## config.mk

```make
export PLATFORM = sky130hd
export DESIGN_NAME = router_read_arbiter_flat
export DESIGN_NICKNAME = d
export VERILOG_FILES = /design/src/rtl/router_read_arbiter_if.sv /design/src/rtl/router_read_arbiter.sv /design/src/flat_wrapper.sv
export SDC_FILE = /design/constraint.sdc
export NUM_CORES = 1
export LEC_CHECK = 0
export BUFFER_PORTS_ARGS = -buffer_cell sky130_fd_sc_hd__buf_4
export CELL_PAD_IN_SITES_DETAIL_PLACEMENT = 1
export CELL_PAD_IN_SITES_GLOBAL_PLACEMENT = 2
export CORE_AREA = 2 2 49 97
export CTS_BUF_LIST = sky130_fd_sc_hd__clkbuf_4
export DETAILED_ROUTE_END_ITERATION = 8
export DIE_AREA = 0 0 51 99
export GPL_TIMING_DRIVEN = 0
export PLACE_DENSITY_LB_ADDON = 0.1
export SLEW_MARGIN = 5
export SYNTH_ARGS = -nofsm -noshare
export SYNTH_HDL_FRONTEND = slang
export SYNTH_SLANG_ARGS = --single-unit
```

## constraint.sdc

```tcl
create_clock -name clk -period 3.2 [get_ports clk]
set_clock_uncertainty 0.1 [all_clocks]
set_input_delay 0.64 -clock clk [delete_from_list [all_inputs] [get_ports clk]]
set_output_delay 0.64 -clock clk [all_outputs]
set_load 0.005 [all_outputs]
```

## src/rtl/router_read_arbiter_if.sv

```systemverilog
// Read-side bus between the router output FIFOs, the arbiter and the shared output sink.
// master = arbiter side, slave = router/sink side.
interface router_read_arbiter_if #(
  parameter int NCH = 3,
  parameter int DW  = 8
);
  logic [NCH-1:0]    vld_in;
  logic [NCH*DW-1:0] data_in;
  logic [NCH-1:0]    read_enb;
  logic [DW-1:0]     out_data;
  logic [1:0]        out_ch;
  logic              out_valid;
  logic              out_ready;

  modport master (
    input  vld_in, data_in, out_ready,
    output read_enb, out_data, out_ch, out_valid
  );

  modport slave (
    output vld_in, data_in, out_ready,
    input  read_enb, out_data, out_ch, out_valid
  );
endinterface

```

## src/rtl/router_read_arbiter.sv

```systemverilog
// Round-robin burst read scheduler for the 3-channel router output FIFOs.
// Optional per-channel byte counters are built when ARB_STATS_EN is defined.
module router_read_arbiter #(
  parameter int NCH       = 3,
  parameter int DW        = 8,
  parameter int MAX_BURST = 4
) (
  input  logic                  clk,
  input  logic                  resetn,
  input  logic                  arb_en,
  router_read_arbiter_if.master bus,
  output logic [1:0]            grant_ch,
  output logic                  busy,
  input  logic [1:0]            stat_sel,
  output logic [7:0]            stat_cnt
);

  typedef enum logic [1:0] {
    IDLE  = 2'd0,
    GRANT = 2'd1
  } state_t;

  state_t          state_q, state_d;
  logic [1:0]      grant_q, grant_d;
  logic [1:0]      last_q, last_d;
  logic [3:0]      burst_q, burst_d;
  logic [DW-1:0]   out_data_q, out_data_d;
  logic [1:0]      out_ch_q, out_ch_d;
  logic            out_valid_q, out_valid_d;

  logic            free;
  logic            grant_vld;
  logic            pop;
  logic [1:0]      pick;
  logic [1:0]      cand0, cand1, cand2;
  logic [NCH-1:0]  read_enb;
  logic [DW-1:0]   grant_data;

  assign free       = !out_valid_q || bus.out_ready;
  assign grant_vld  = bus.vld_in[grant_q];
  assign grant_data = bus.data_in[grant_q*DW +: DW];
  assign pop        = (state_q == GRANT) && arb_en && grant_vld && free;

  // Search order starts strictly after the last granted channel.
  always_comb begin
    case (last_q)
      2'd0:    {cand0, cand1, cand2} = {2'd1, 2'd2, 2'd0};
      2'd1:    {cand0, cand1, cand2} = {2'd2, 2'd0, 2'd1};
      default: {cand0, cand1, cand2} = {2'd0, 2'd1, 2'd2};
    endcase
    if (bus.vld_in[cand0])      pick = cand0;
    else if (bus.vld_in[cand1]) pick = cand1;
    else                        pick = cand2;
  end

  always_ff @(posedge clk or negedge resetn) begin
    if (!resetn) begin
      state_q     <= IDLE;
      grant_q     <= 2'd0;
      last_q      <= 2'd2;
      burst_q     <= 4'd0;
      out_data_q  <= '0;
      out_ch_q    <= 2'd0;
      out_valid_q <= 1'b0;
    end else begin
      state_q     <= state_d;
      grant_q     <= grant_d;
      last_q      <= last_d;
      burst_q     <= burst_d;
      out_data_q  <= out_data_d;
      out_ch_q    <= out_ch_d;
      out_valid_q <= out_valid_d;
    end
  end

  always_comb begin
    state_d     = state_q;
    grant_d     = grant_q;
    last_d      = last_q;
    burst_d     = burst_q;
    out_data_d  = out_data_q;
    out_ch_d    = out_ch_q;
    out_valid_d = out_valid_q;

    case (state_q)
      IDLE: begin
        if (arb_en && (|bus.vld_in)) begin
          grant_d = pick;
          burst_d = 4'd0;
          state_d = GRANT;
        end
      end
      GRANT: begin
        if (pop) begin
          burst_d = burst_q + 4'd1;
          if (burst_q == 4'(MAX_BURST - 1)) begin
            state_d = IDLE;
            last_d  = grant_q;
          end
        end else if (!grant_vld || !arb_en) begin
          state_d = IDLE;
          last_d  = grant_q;
        end
      end
      default: state_d = IDLE;
    endcase

    // A pop and a sink accept in the same cycle reload without a bubble.
    if (pop) begin
      out_data_d  = grant_data;
      out_ch_d    = grant_q;
      out_valid_d = 1'b1;
    end else if (bus.out_ready) begin
      out_valid_d = 1'b0;
    end
  end

  for (genvar gi = 0; gi < NCH; gi++) begin : g_rd
    assign read_enb[gi] = pop && (grant_q == 2'(gi));
  end

  always_comb begin
    bus.read_enb  = read_enb;
    bus.out_data  = out_data_q;
    bus.out_ch    = out_ch_q;
    bus.out_valid = out_valid_q;
    grant_ch      = grant_q;
    busy          = (state_q == GRANT);
  end

`ifdef ARB_STATS_EN
  logic [7:0] cnt_all [NCH];

  for (genvar gi = 0; gi < NCH; gi++) begin : g_stat
    logic [7:0] cnt_q, cnt_d;

    always_comb begin
      cnt_d = cnt_q;
      if (read_enb[gi] && (cnt_q != 8'hFF)) cnt_d = cnt_q + 8'd1;
    end

    always_ff @(posedge clk or negedge resetn) begin
      if (!resetn) cnt_q <= 8'd0;
      else         cnt_q <= cnt_d;
    end

    assign cnt_all[gi] = cnt_q;
  end

  always_comb begin
    case (stat_sel)
      2'd0:    stat_cnt = cnt_all[0];
      2'd1:    stat_cnt = cnt_all[1];
      2'd2:    stat_cnt = cnt_all[2];
      default: stat_cnt = 8'd0;
    endcase
  end
`else
  logic unused_stat_sel;
  assign unused_stat_sel = ^stat_sel;
  assign stat_cnt        = 8'd0;
`endif

endmodule

```

## src/flat_wrapper.sv

```systemverilog
// flat-port wrapper written by rule: the top's interface ports become plain ports
module router_read_arbiter_flat 
#(
  parameter int NCH       = 3,
  parameter int DW        = 8,
  parameter int MAX_BURST = 4
)
  (clk, resetn, arb_en, grant_ch, busy, stat_sel, stat_cnt, bus_vld_in, bus_data_in, bus_out_ready, bus_read_enb, bus_out_data, bus_out_ch, bus_out_valid);
  router_read_arbiter_if #(.NCH(NCH), .DW(DW)) bus_i ();
  input  logic clk;
  input  logic resetn;
  input  logic arb_en;
  output logic [1:0] grant_ch;
  output logic busy;
  input  logic [1:0] stat_sel;
  output logic [7:0] stat_cnt;
  input wire logic [$bits(bus_i.vld_in)-1:0] bus_vld_in;
  input wire logic [$bits(bus_i.data_in)-1:0] bus_data_in;
  input wire logic [$bits(bus_i.out_ready)-1:0] bus_out_ready;
  output wire logic [$bits(bus_i.read_enb)-1:0] bus_read_enb;
  output wire logic [$bits(bus_i.out_data)-1:0] bus_out_data;
  output wire logic [$bits(bus_i.out_ch)-1:0] bus_out_ch;
  output wire logic [$bits(bus_i.out_valid)-1:0] bus_out_valid;
  assign bus_i.vld_in = bus_vld_in;
  assign bus_i.data_in = bus_data_in;
  assign bus_i.out_ready = bus_out_ready;
  assign bus_read_enb = bus_i.read_enb;
  assign bus_out_data = bus_i.out_data;
  assign bus_out_ch = bus_i.out_ch;
  assign bus_out_valid = bus_i.out_valid;
  router_read_arbiter #(.NCH(NCH), .DW(DW), .MAX_BURST(MAX_BURST)) u_core (.clk(clk), .resetn(resetn), .arb_en(arb_en), .bus(bus_i), .grant_ch(grant_ch), .busy(busy), .stat_sel(stat_sel), .stat_cnt(stat_cnt));
endmodule
```

==> metrics.yaml, run 1 <==
outcome:
  status: "completed"
grt:
  first_global_vias: 1277
  overflow: 0
  grt_usage: 0.1537
  grt_pass1_wl_um: 5934
  grt_max_degree: 21
  grt_busiest_layer: "met2"
  grt.met2_usage: 0.2927
  antenna_found_initial: 0
  use_met3: 0.01515
  grt.met1_usage: 0.1663
floorplan:
  chipWidth_um: 51
  initial_utilization: 0.2950
  dieArea_um2: 5049
  die_height_um: 99
  core_um2: 4297
  ios: 58
  row_count: 34
timing:
  maxSlewHeadroom: 0.6278
  setup_viol: 0
  worstMarginPinSlew_ns: 0.5583
  tns_ns: 0
  drv_slew: 0
  max_freq_ghz: 0.3972
  finalHoldViolations: 0
  rsz0062_at_grt: "no"
  period_needed_ns: 2.518
  finalCritPeriodShare: 0.7868
power_and_ir_drop:
  p_leak_nw: 0.9079
  ir_drop_mv: 0.2619
  power_density_nw_per_um2: 681.2
routing:
  ant_nets: 0
  vias: 1131
  routed_wl_um: 3566
  routedWlPerCell_um: 14.98
  drt_iter0_drc: 10
  viasPerCell: 4.752
  drc: 0
  firstDrtPassIters: 3
layout:
  final_layout_size_suffix_gt1_frac: 0.4130
  nets: 219
  syn_to_final_growth_pct: 37.61
  antennaDiodeCount: 0
  fillers: 530
  fin_area_um2: 1744
clock_network:
  cts_root_buf: "clkbuf_4"
  numCtsBuffers: 3
  post_cts_buffers: 0
  path_clk_slew_ns: 0.11
  tritoncts: "built"
  cts.sinks: 20
  clock_path_buffers: 2
  clk_latency_ns: 0.30
  cts.hold.buffers_added: 0
  h-tree-depth: 1
  post_cts_resize_count: 0
placement:
  placed_cell_area_um2: 1714
  dpl.hpwl_um: 2886
  gp_congestion: 0.7432
  io_buffers: 47
critical_path:
  r2r_start: "u_core.grant_ch[0]$_DFFE_PN0P_"
  crit_type: "flop to output port"
  cp-startpoint: "u_core.grant_ch[0]$_DFFE_PN0P_"
  crit_fanout: 10
  start_kind: "flop"
  required_ns: 2.46
  worst_setup_path_end_kind: "output port"
  worst_ep_arrival_time_ns: 1.78
synth:
  syn_inst: 126
  synth_cell_types: 37
  ys_ff_latch: 20
  async_flop_share: 1.000
  synthFlopType: "dfrtp_1"
  ys_seq_area_frac: 0.3959
  synth_edf_count: 0
  synth.cell_area_um2: 1267
  syn_area_per_cell_um2: 10.06
  yosys_warnings: 0
flow_run:
  max_cap_violations: 0
min_path:
  hp-class: "primary input to async pin"
[final cells by class]
class / count / area (µm²) / area share
multi-input cells: 93 / 671.9 / 0.3852
flip-flops and latches: 20 / 501.7 / 0.2877
repair buffers: 47 / 352.8 / 0.2023
plain buffers: 14 / 97.59 / 0.05595
well taps: 54 / 67.56 / 0.03874
clock buffers: 4 / 30.03 / 0.01722
inverters: 6 / 22.52 / 0.01291
[registers in the layout (all words and copies together) (netlist names)]
| register | flops |
|---|---|
| u_core.bus.out_data | 8 |
| u_core.burst_q | 4 |
| u_core.bus.out_ch | 2 |
| u_core.grant_ch | 2 |
| u_core.last_q | 2 |
| u_core.bus.out_valid | 1 |
| u_core.state_q | 1 |
[cell usage after synthesis (3+ instances only)]
cell type  instances  area [µm²]
buf_4              8       60.06
clkbuf_1           4       15.01
dfrtp_1           19       475.5
inv_1              6       22.52
mux2_2             4       45.04
mux2_4             6       90.09
mux2i_1           11       110.1
nand2_1           15       56.30
nor2_1             3       11.26
nor3_1             3       15.01
o21ai_0           11       55.05
o31ai_1            3       22.52
[layout by cell type, fill, tap and decap left out, drive strengths merged, types with 3 or more instances in the layout]
cell type,count
mux2i,12
o31ai,3
clkbuf,8
nor2,3
dfrtp,19
a21o,3
conb,8
mux2,10
o21ai,11
nor3,3
nand2,15
buf,57
inv,6
[critical path: stages (launching register included)]
cell and delay, ns:
dfrtp_1 0.36, clkbuf_1 0.39, clkbuf_1 0.44, nor3_1 0.13
buf_4 0.16
[through the flow]
| stage | util | hold slack [ns] | total power, mW | setup WS, ns | cells |
|---|---|---|---|---|---|
| after global placement | 0.3990 | 0.3703 | 1.058 | 0.9752 | 234 |
| after detailed placement | 0.3990 | 0.3758 | 1.077 | 0.9434 | 234 |
| final | 0.4059 | 0.09512 | 1.188 | 0.6823 | 238 |
| after global routing | 0.4059 | 0.08537 | 1.291 | 0.5410 | 238 |
| after CTS | 0.4059 | 0.09741 | 1.218 | 0.6583 | 238 |
| after floorplan | - | 0.2444 | 0.7999 | 1.290 | 133 |
[layer usage]
metal	share of wire	vias to the layer above
met4	0.0090	0
met1	0.36	549
met2	0.59	35
li1	-	545
met3	0.045	2
met5	0	-
[cells by family (layout without fill, tap and decap cells)]
kind of cell / count (synthesis) / after routing / share of synthesized area
AO/OA/AOI/OAI: 26 / 26 / 0.1441
adder cells (fa/ha/maj): 1 / 1 / 0.009870
buffers and inverters: 20 / 71 / 0.09476
flip-flops: 20 / 20 / 0.3959
multiplexers: 22 / 22 / 0.2043
other: 1 / 8 / 0.002959
AND/OR/NAND/NOR: 36 / 36 / 0.1481
[report_power, final]
group	leakage (nW)	internal [mW]	switching, mW
clock	0.0184	0.0570	0.0784
sequential	0.255	0.352	0.0717
combinational	0.635	0.349	0.280
total	0.908	0.758	0.430
[final timing paths]
kind,to,slack (ns),depth (start not counted)
min,u_core.state_q[0]$_DFFE_PN0P_,0.1,1
min reg2reg,u_core.bus.out_ch[0]$_DFFE_PN0P_,0.40,1
min in group clk,u_core.bus.out_ch[0]$_DFFE_PN0P_,0.40,1
max,bus_read_enb[0],0.68,4
max in group asynchronous,u_core.last_q[1]$_DFFE_PN1P_,2.63,1
max reg2reg,u_core.bus.out_data[6]$_DFFE_PN0P_,1.06,6
Note: power is estimated with default switching activity, not from simulation.
==> inputs of run 2 (changes only) <==
Settings changed: CORE_AREA 2 2 49 97 to 2 2 54 106, DIE_AREA 0 0 51 99 to 0 0 56 108.
Clock period 3.2 ns to 2.1 ns, I/O delays scaled along.
==> metrics.yaml, run 2 (same netlist as run 1, synthesis figures left out) <==
outcome:
  status: "completed"
placement:
  gp_congestion: 0.7889  # +6.1%
  io_buffers: 47  # unchanged
  placed_cell_area_um2: 1719  # +0.29%
  dpl.hpwl_um: 3050  # +5.7%
power_and_ir_drop:
  power_switching_uw: 688.2  # +60%
  p_leak_nw: 0.9226  # +1.6%
  seqPwrFrac: 0.361  # +0.004
  clkPwrFrac: 0.116  # +0.002
  p_sw_frac: 0.3684  # +0.006393
  power_density_nw_per_um2: 1047  # +54%
  internal_power_mw: 1.180  # +56%
  combPwrFrac: 0.523  # -0.006
  ir_drop_mv: 0.4055  # +55%
layout:
  fin_area_um2: 1784  # +2.3%
  layout_commonest_cell: "buf_4"
  largest_reg_flops: 8  # unchanged
  syn_to_final_growth_pct: 40.77
  nets: 220  # +0.46%
  most-common-layout-cells: "buf_4, dfrtp_1, nand2_1, o21ai_0, mux2i_1"
  antennaDiodeCount: 0  # unchanged
  fillers: 647  # +22%
  final_layout_size_suffix_gt1_frac: 0.4486  # +0.03561
routing:
  viasPerCell: 4.695  # -1.2%
  vias: 1141  # +0.88%
  drt_iter0_drc: 12  # +2
  routed_wl_um: 3919  # +9.9%
  drc: 0  # unchanged
  ant_nets: 0  # unchanged
  firstDrtPassIters: 4  # +1
  routedWlPerCell_um: 16.13  # +7.6%
clock_network:
  clock_path_buffers: 2  # unchanged
  cts_root_buf: "clkbuf_4"
  numCtsBuffers: 3  # unchanged
  h-tree-depth: 1  # unchanged
  tritoncts: "built"
  cts.sinks: 20  # unchanged
  clk_latency_ns: 0.31  # about the same
  path_clk_slew_ns: 0.13  # +0.02 ns
timing:
  period_needed_ns: 2.045
  maxSlewHeadroom: 0.6517  # +0.02392
  setup_viol: 0  # unchanged
  finalCritPeriodShare: 0.9736
  worstMarginPinSlew_ns: 0.5213  # -0.03695 ns
  finalHoldViolations: 0  # unchanged
  max_freq_ghz: 0.4891
  drv_slew: 0  # unchanged
  tns_ns: 0  # unchanged
  rsz0062_at_grt: "yes"
critical_path:
  r2r_start: "u_core.grant_ch[1]$_DFFE_PN0P_"
  cp-startpoint: "u_core.grant_ch[1]$_DFFE_PN0P_"
  worst_setup_path_end_kind: "output port"
  crit_fanout: 4  # -6
  regToRegSetupSlack_ns: 0.12  # -0.94 ns
  worst_ep_arrival_time_ns: 1.52  # -0.26 ns
  required_ns: 1.58  # -0.88 ns
  start_kind: "flop"
  crit_type: "flop to output port"
min_path:
  hp-class: "primary input to flop"
  min_from: "bus_data_in[11]"
grt:
  grt_usage: 0.1314  # -0.02238
  antenna_found_initial: 0  # unchanged
  first_global_vias: 1228  # -3.8%
  grt_pass1_wl_um: 6251  # +5.3%
  overflow: 0  # unchanged
  grt_max_degree: 21  # unchanged
floorplan:
  core_um2: 5185  # +21%
  die_height_um: 108  # +9.1%
  row_count: 37  # +8.8%
  initial_utilization: 0.2444  # -0.05054
  dieArea_um2: 6048  # +20%
  chipWidth_um: 56  # +9.8%
  ios: 58  # unchanged
flow_run:
  max_cap_violations: 0  # unchanged
-- run 2: worst max-delay path, cell delays in order, from the launching register on --
cell and delay (ns):
dfrtp_1 0.41, buf_6 0.14, mux2i_4 0.19, nor2_2 0.13, nand2_1 0.07, nor3_2 0.14, buf_4 0.14
-- run 2: power by group through the flow --
stage	sequential [mW]	clock [mW]	combinational [mW]
after floorplan	0.644	0	0.575
after global placement	0.648	0	0.979
after detailed placement	0.660	0	0.992
after CTS	0.677	0.230	1.01
after global routing	0.696	0.245	1.08
final	0.674	0.217	0.977
-- run 2: final timing paths --
kind,to,cells after the start
setup / recovery,bus_read_enb[0],6
setup reg to reg,u_core.bus.out_data[7]$_DFFE_PN0P_,6
min in group asynchronous,u_core.bus.out_data[5]$_DFFE_PN0P_,2
hold reg to reg,u_core.burst_q[3]$_DFFE_PN0P_,1
max in group asynchronous,u_core.last_q[1]$_DFFE_PN1P_,2
hold / removal,u_core.bus.out_data[3]$_DFFE_PN0P_,4
-- run 2: per-layer routing --
metal / vias up / GRT usage / wire length (µm)
met3: 2 / 0.01794 / 168
met4: 0 / 0.04082 / 35
met1: 564 / 0.1373 / 1432
met5: - / 0 / 0
met2: 28 / 0.2613 / 2283
li1: 547 / - / -
-- run 2: area by class of cell --
| type | count | area [µm²] | area share |
|---|---|---|---|
| Timing Repair Buffer | 49 | 370.4 | 0.2076 |
| Inverter | 6 | 22.52 | 0.01262 |
| Multi-Input combinational cell | 93 | 688.2 | 0.3857 |
| Clock buffer | 4 | 30.03 | 0.01683 |
| Buffer | 13 | 96.34 | 0.05400 |
| Sequential cell | 20 | 504.2 | 0.2826 |
| Tap cell | 58 | 72.57 | 0.04067 |
-- run 2: per-stage QoR --
step / hold slack [ns] / setup WS (ns) / total power [mW] / std cells / utilization
floorplan: 0.02441 / 0.2614 / 1.219 / 133 / -
global placement: 0.2246 / 0.0009202 / 1.627 / 238 / 0.3316
detailed placement: 0.2316 / -0.02177 / 1.653 / 238 / 0.3316
CTS: 0.3318 / 0.005270 / 1.914 / 243 / 0.3439
global route: 0.3379 / -0.008031 / 2.022 / 243 / 0.3441
finish: 0.3387 / 0.05548 / 1.868 / 243 / 0.3441
-- run 2: repair_timing --
| action | 4_1_cts | 5_1_grt |
|---|---|---|
| endpoints found under the setup margin | 8 | 2 |
| endpoints found under the hold margin | 19 | 0 |
| resized for setup | 6 | 1 |
| setup buffers | 1 | 0 |
| hold buffers | 1 | 0 |
==> inputs of run 3 (changes only) <==
Settings changed: GPL_TIMING_DRIVEN 0 to 1.
==> metrics.yaml, run 3 (same netlist as run 1, synthesis figures left out) <==
floorplan:
  initial_utilization: 0.2444  # unchanged
  core_um2: 5185  # unchanged
  row_count: 37  # unchanged
  chipWidth_um: 56  # unchanged
  die_height_um: 108  # unchanged
  dieArea_um2: 6048  # unchanged
  ios: 58  # unchanged
critical_path:
  cp_cell_sequence: "buf_4, and3b_2, and4_4, buf_4"
  regToRegSetupSlack_ns: 0.30  # +0.18 ns
  r2r-end: "u_core.bus.out_data[1]$_DFFE_PN0P_"
  critPathCapture: "bus_read_enb[1]"
  start_kind: "flop"
  worst_setup_path_end_kind: "output port"
  r2r_start: "u_core.grant_ch[1]$_DFFE_PN0P_"
  ff2ff_path_depth: 5  # -1
  worst-path-buf-inv: 2  # unchanged
  cp-startpoint: "u_core.grant_ch[1]$_DFFE_PN0P_"
  required_ns: 1.58  # about the same
  crit_fanout: 6  # +2
  worst_ep_arrival_time_ns: 1.53  # about the same
  crit_path_max_incr_delay_ns: 0.44  # +0.03 ns
  critPathSlowestCell: "dfrtp_1"
  crit_top_cell: "buf_4"
  crit_type: "flop to output port"
  crit_cells: 4  # -2
  cp_top_family: "simple AND/OR/NAND/NOR gates"
grt:
  antenna_found_initial: 0  # unchanged
  grt_pass1_wl_um: 6348  # +1.6%
  first_global_vias: 1243  # +1.2%
  overflow: 0  # unchanged
  grt_max_degree: 21  # unchanged
  grt_usage: 0.1358  # +0.004441
routing:
  routedWlPerCell_um: 16.51  # +2.4%
  drt_iter0_drc: 20  # +8
  ant_nets: 0  # unchanged
  firstDrtPassIters: 2  # -2
  viasPerCell: 4.692  # about the same
  vias: 1098  # -3.8%
  routed_wl_um: 3863  # -1.4%
  drc: 0  # unchanged
placement:
  dpl.hpwl_um: 3012  # -1.2%
  gp_congestion: 0.7026  # -11%
  io_buffers: 47  # unchanged
  placed_cell_area_um2: 1659  # -3.5%
outcome:
  status: "completed"
clock_network:
  path_clk_slew_ns: 0.12  # about the same
  h-tree-depth: 1  # unchanged
  clock_path_buffers: 2  # unchanged
  cts_root_buf: "clkbuf_4"
  cts.sinks: 20  # unchanged
  tritoncts: "built"
  clk_latency_ns: 0.30  # about the same
  numCtsBuffers: 3  # unchanged
power_and_ir_drop:
  ir_drop_mv: 0.3246  # -20%
  power_density_nw_per_um2: 1068  # +2.0%
  p_leak_nw: 0.8722  # -5.5%
timing:
  max_freq_ghz: 0.4875  # -0.34%
  finalCritPeriodShare: 0.9769  # +0.003317
  whs_ns: 0.3487  # +0.01005 ns
  setup_viol: 0  # unchanged
  period_needed_ns: 2.051  # +0.006965 ns
  rsz0062_at_grt: "yes"
  finalHoldViolations: 0  # unchanged
  drv_slew: 0  # unchanged
layout:
  layout_commonest_cell: "buf_4"
  largest_reg_flops: 8  # unchanged
  final_layout_size_suffix_gt1_frac: 0.4148  # -0.03388
  most-common-layout-cells: "buf_4, dfrtp_1, nand2_1, o21ai_0, mux2i_1"
  fin_util: 0.3279  # -0.01617
  nets: 211  # -4.1%
  seq_area_um2: 503.0  # -0.25%
  syn_to_final_growth_pct: 34.16
  antennaDiodeCount: 0  # unchanged
  multiInputGateArea_um2: 675.6  # -1.8%
  fin_area_um2: 1700  # -4.7%
  fillers: 617  # -4.6%
min_path:
  hold_depth: 4  # unchanged
  hp-class: "primary input to flop"
flow_run:
  max_cap_violations: 0  # unchanged
## run 3: report_power, final
| group | switching [mW] | internal, mW |
|---|---|---|
| clock | 0.128 | 0.0694 |
| combinational | 0.418 | 0.540 |
| sequential | 0.122 | 0.538 |
## run 3: what timing repair did
action                                  CTS  global route
hold buffers                              1             0
endpoints found under the setup margin    1             2
gates resized for setup                   1             2
setup buffers                             0             0
endpoints found under the hold margin    19             0
pin swaps                                 0             0
## run 3: metal layers
| metal | share of wire | vias to the layer above | GRT usage | wire length [µm] |
|---|---|---|---|---|
| met5 | 0 | - | 0 | 0 |
| met4 | 0.013 | 0 | 0.05102 | 52 |
| met3 | 0.041 | 4 | 0.02273 | 160 |
| met2 | 0.60 | 30 | 0.2756 | 2317 |
| met1 | 0.35 | 539 | 0.1307 | 1334 |
| li1 | - | 525 | - | - |
## run 3: layout make-up
cell class | count | share of cell area
Clock inverter | 1 | 0.002208
Timing Repair Buffer | 53 | 0.2355
Sequential cell | 20 | 0.2958
Clock buffer | 3 | 0.01325
Inverter | 6 | 0.01325
Tap cell | 58 | 0.04268
Multi-Input combinational cell | 93 | 0.3974
## run 3: worst min-delay path by stage
stage	to	start	slack [ns]
6_report	u_core.bus.out_data[7]$_DFFE_PN0P_	bus_data_in[15]	0.35
5_1_grt	u_core.bus.out_data[5]$_DFFE_PN0P_	bus_data_in[13]	0.36
4_1_cts	u_core.bus.out_data[4]$_DFFE_PN0P_	bus_data_in[12]	0.34
3_5_place_dp	u_core.bus.out_data[7]$_DFFE_PN0P_	resetn	0.23
3_3_place_gp	u_core.bus.out_data[7]$_DFFE_PN0P_	resetn	0.23
2_1_floorplan	u_core.burst_q[0]$_DFFE_PN0P_	resetn	0.02
## run 3: through the flow
step / worst slack (ns) / std cells / setup TNS, ns / power [mW]
6_report: 0.04852 / 234 / 0 / 1.815
5_1_grt: -0.01451 / 234 / -0.02506 / 1.977
4_1_cts: 0.006262 / 234 / 0 / 1.854
3_5_place_dp: 0.2375 / 229 / 0 / 1.642
3_3_place_gp: 0.2383 / 229 / 0 / 1.618
2_1_floorplan: 0.2614 / 133 / 0 / 1.219
## run 3: worst min-delay path, cell delays in order
cell and delay (ns):
buf_4 0.08, nand2_1 0.03, o21ai_0 0.06, mux2_4 0.14
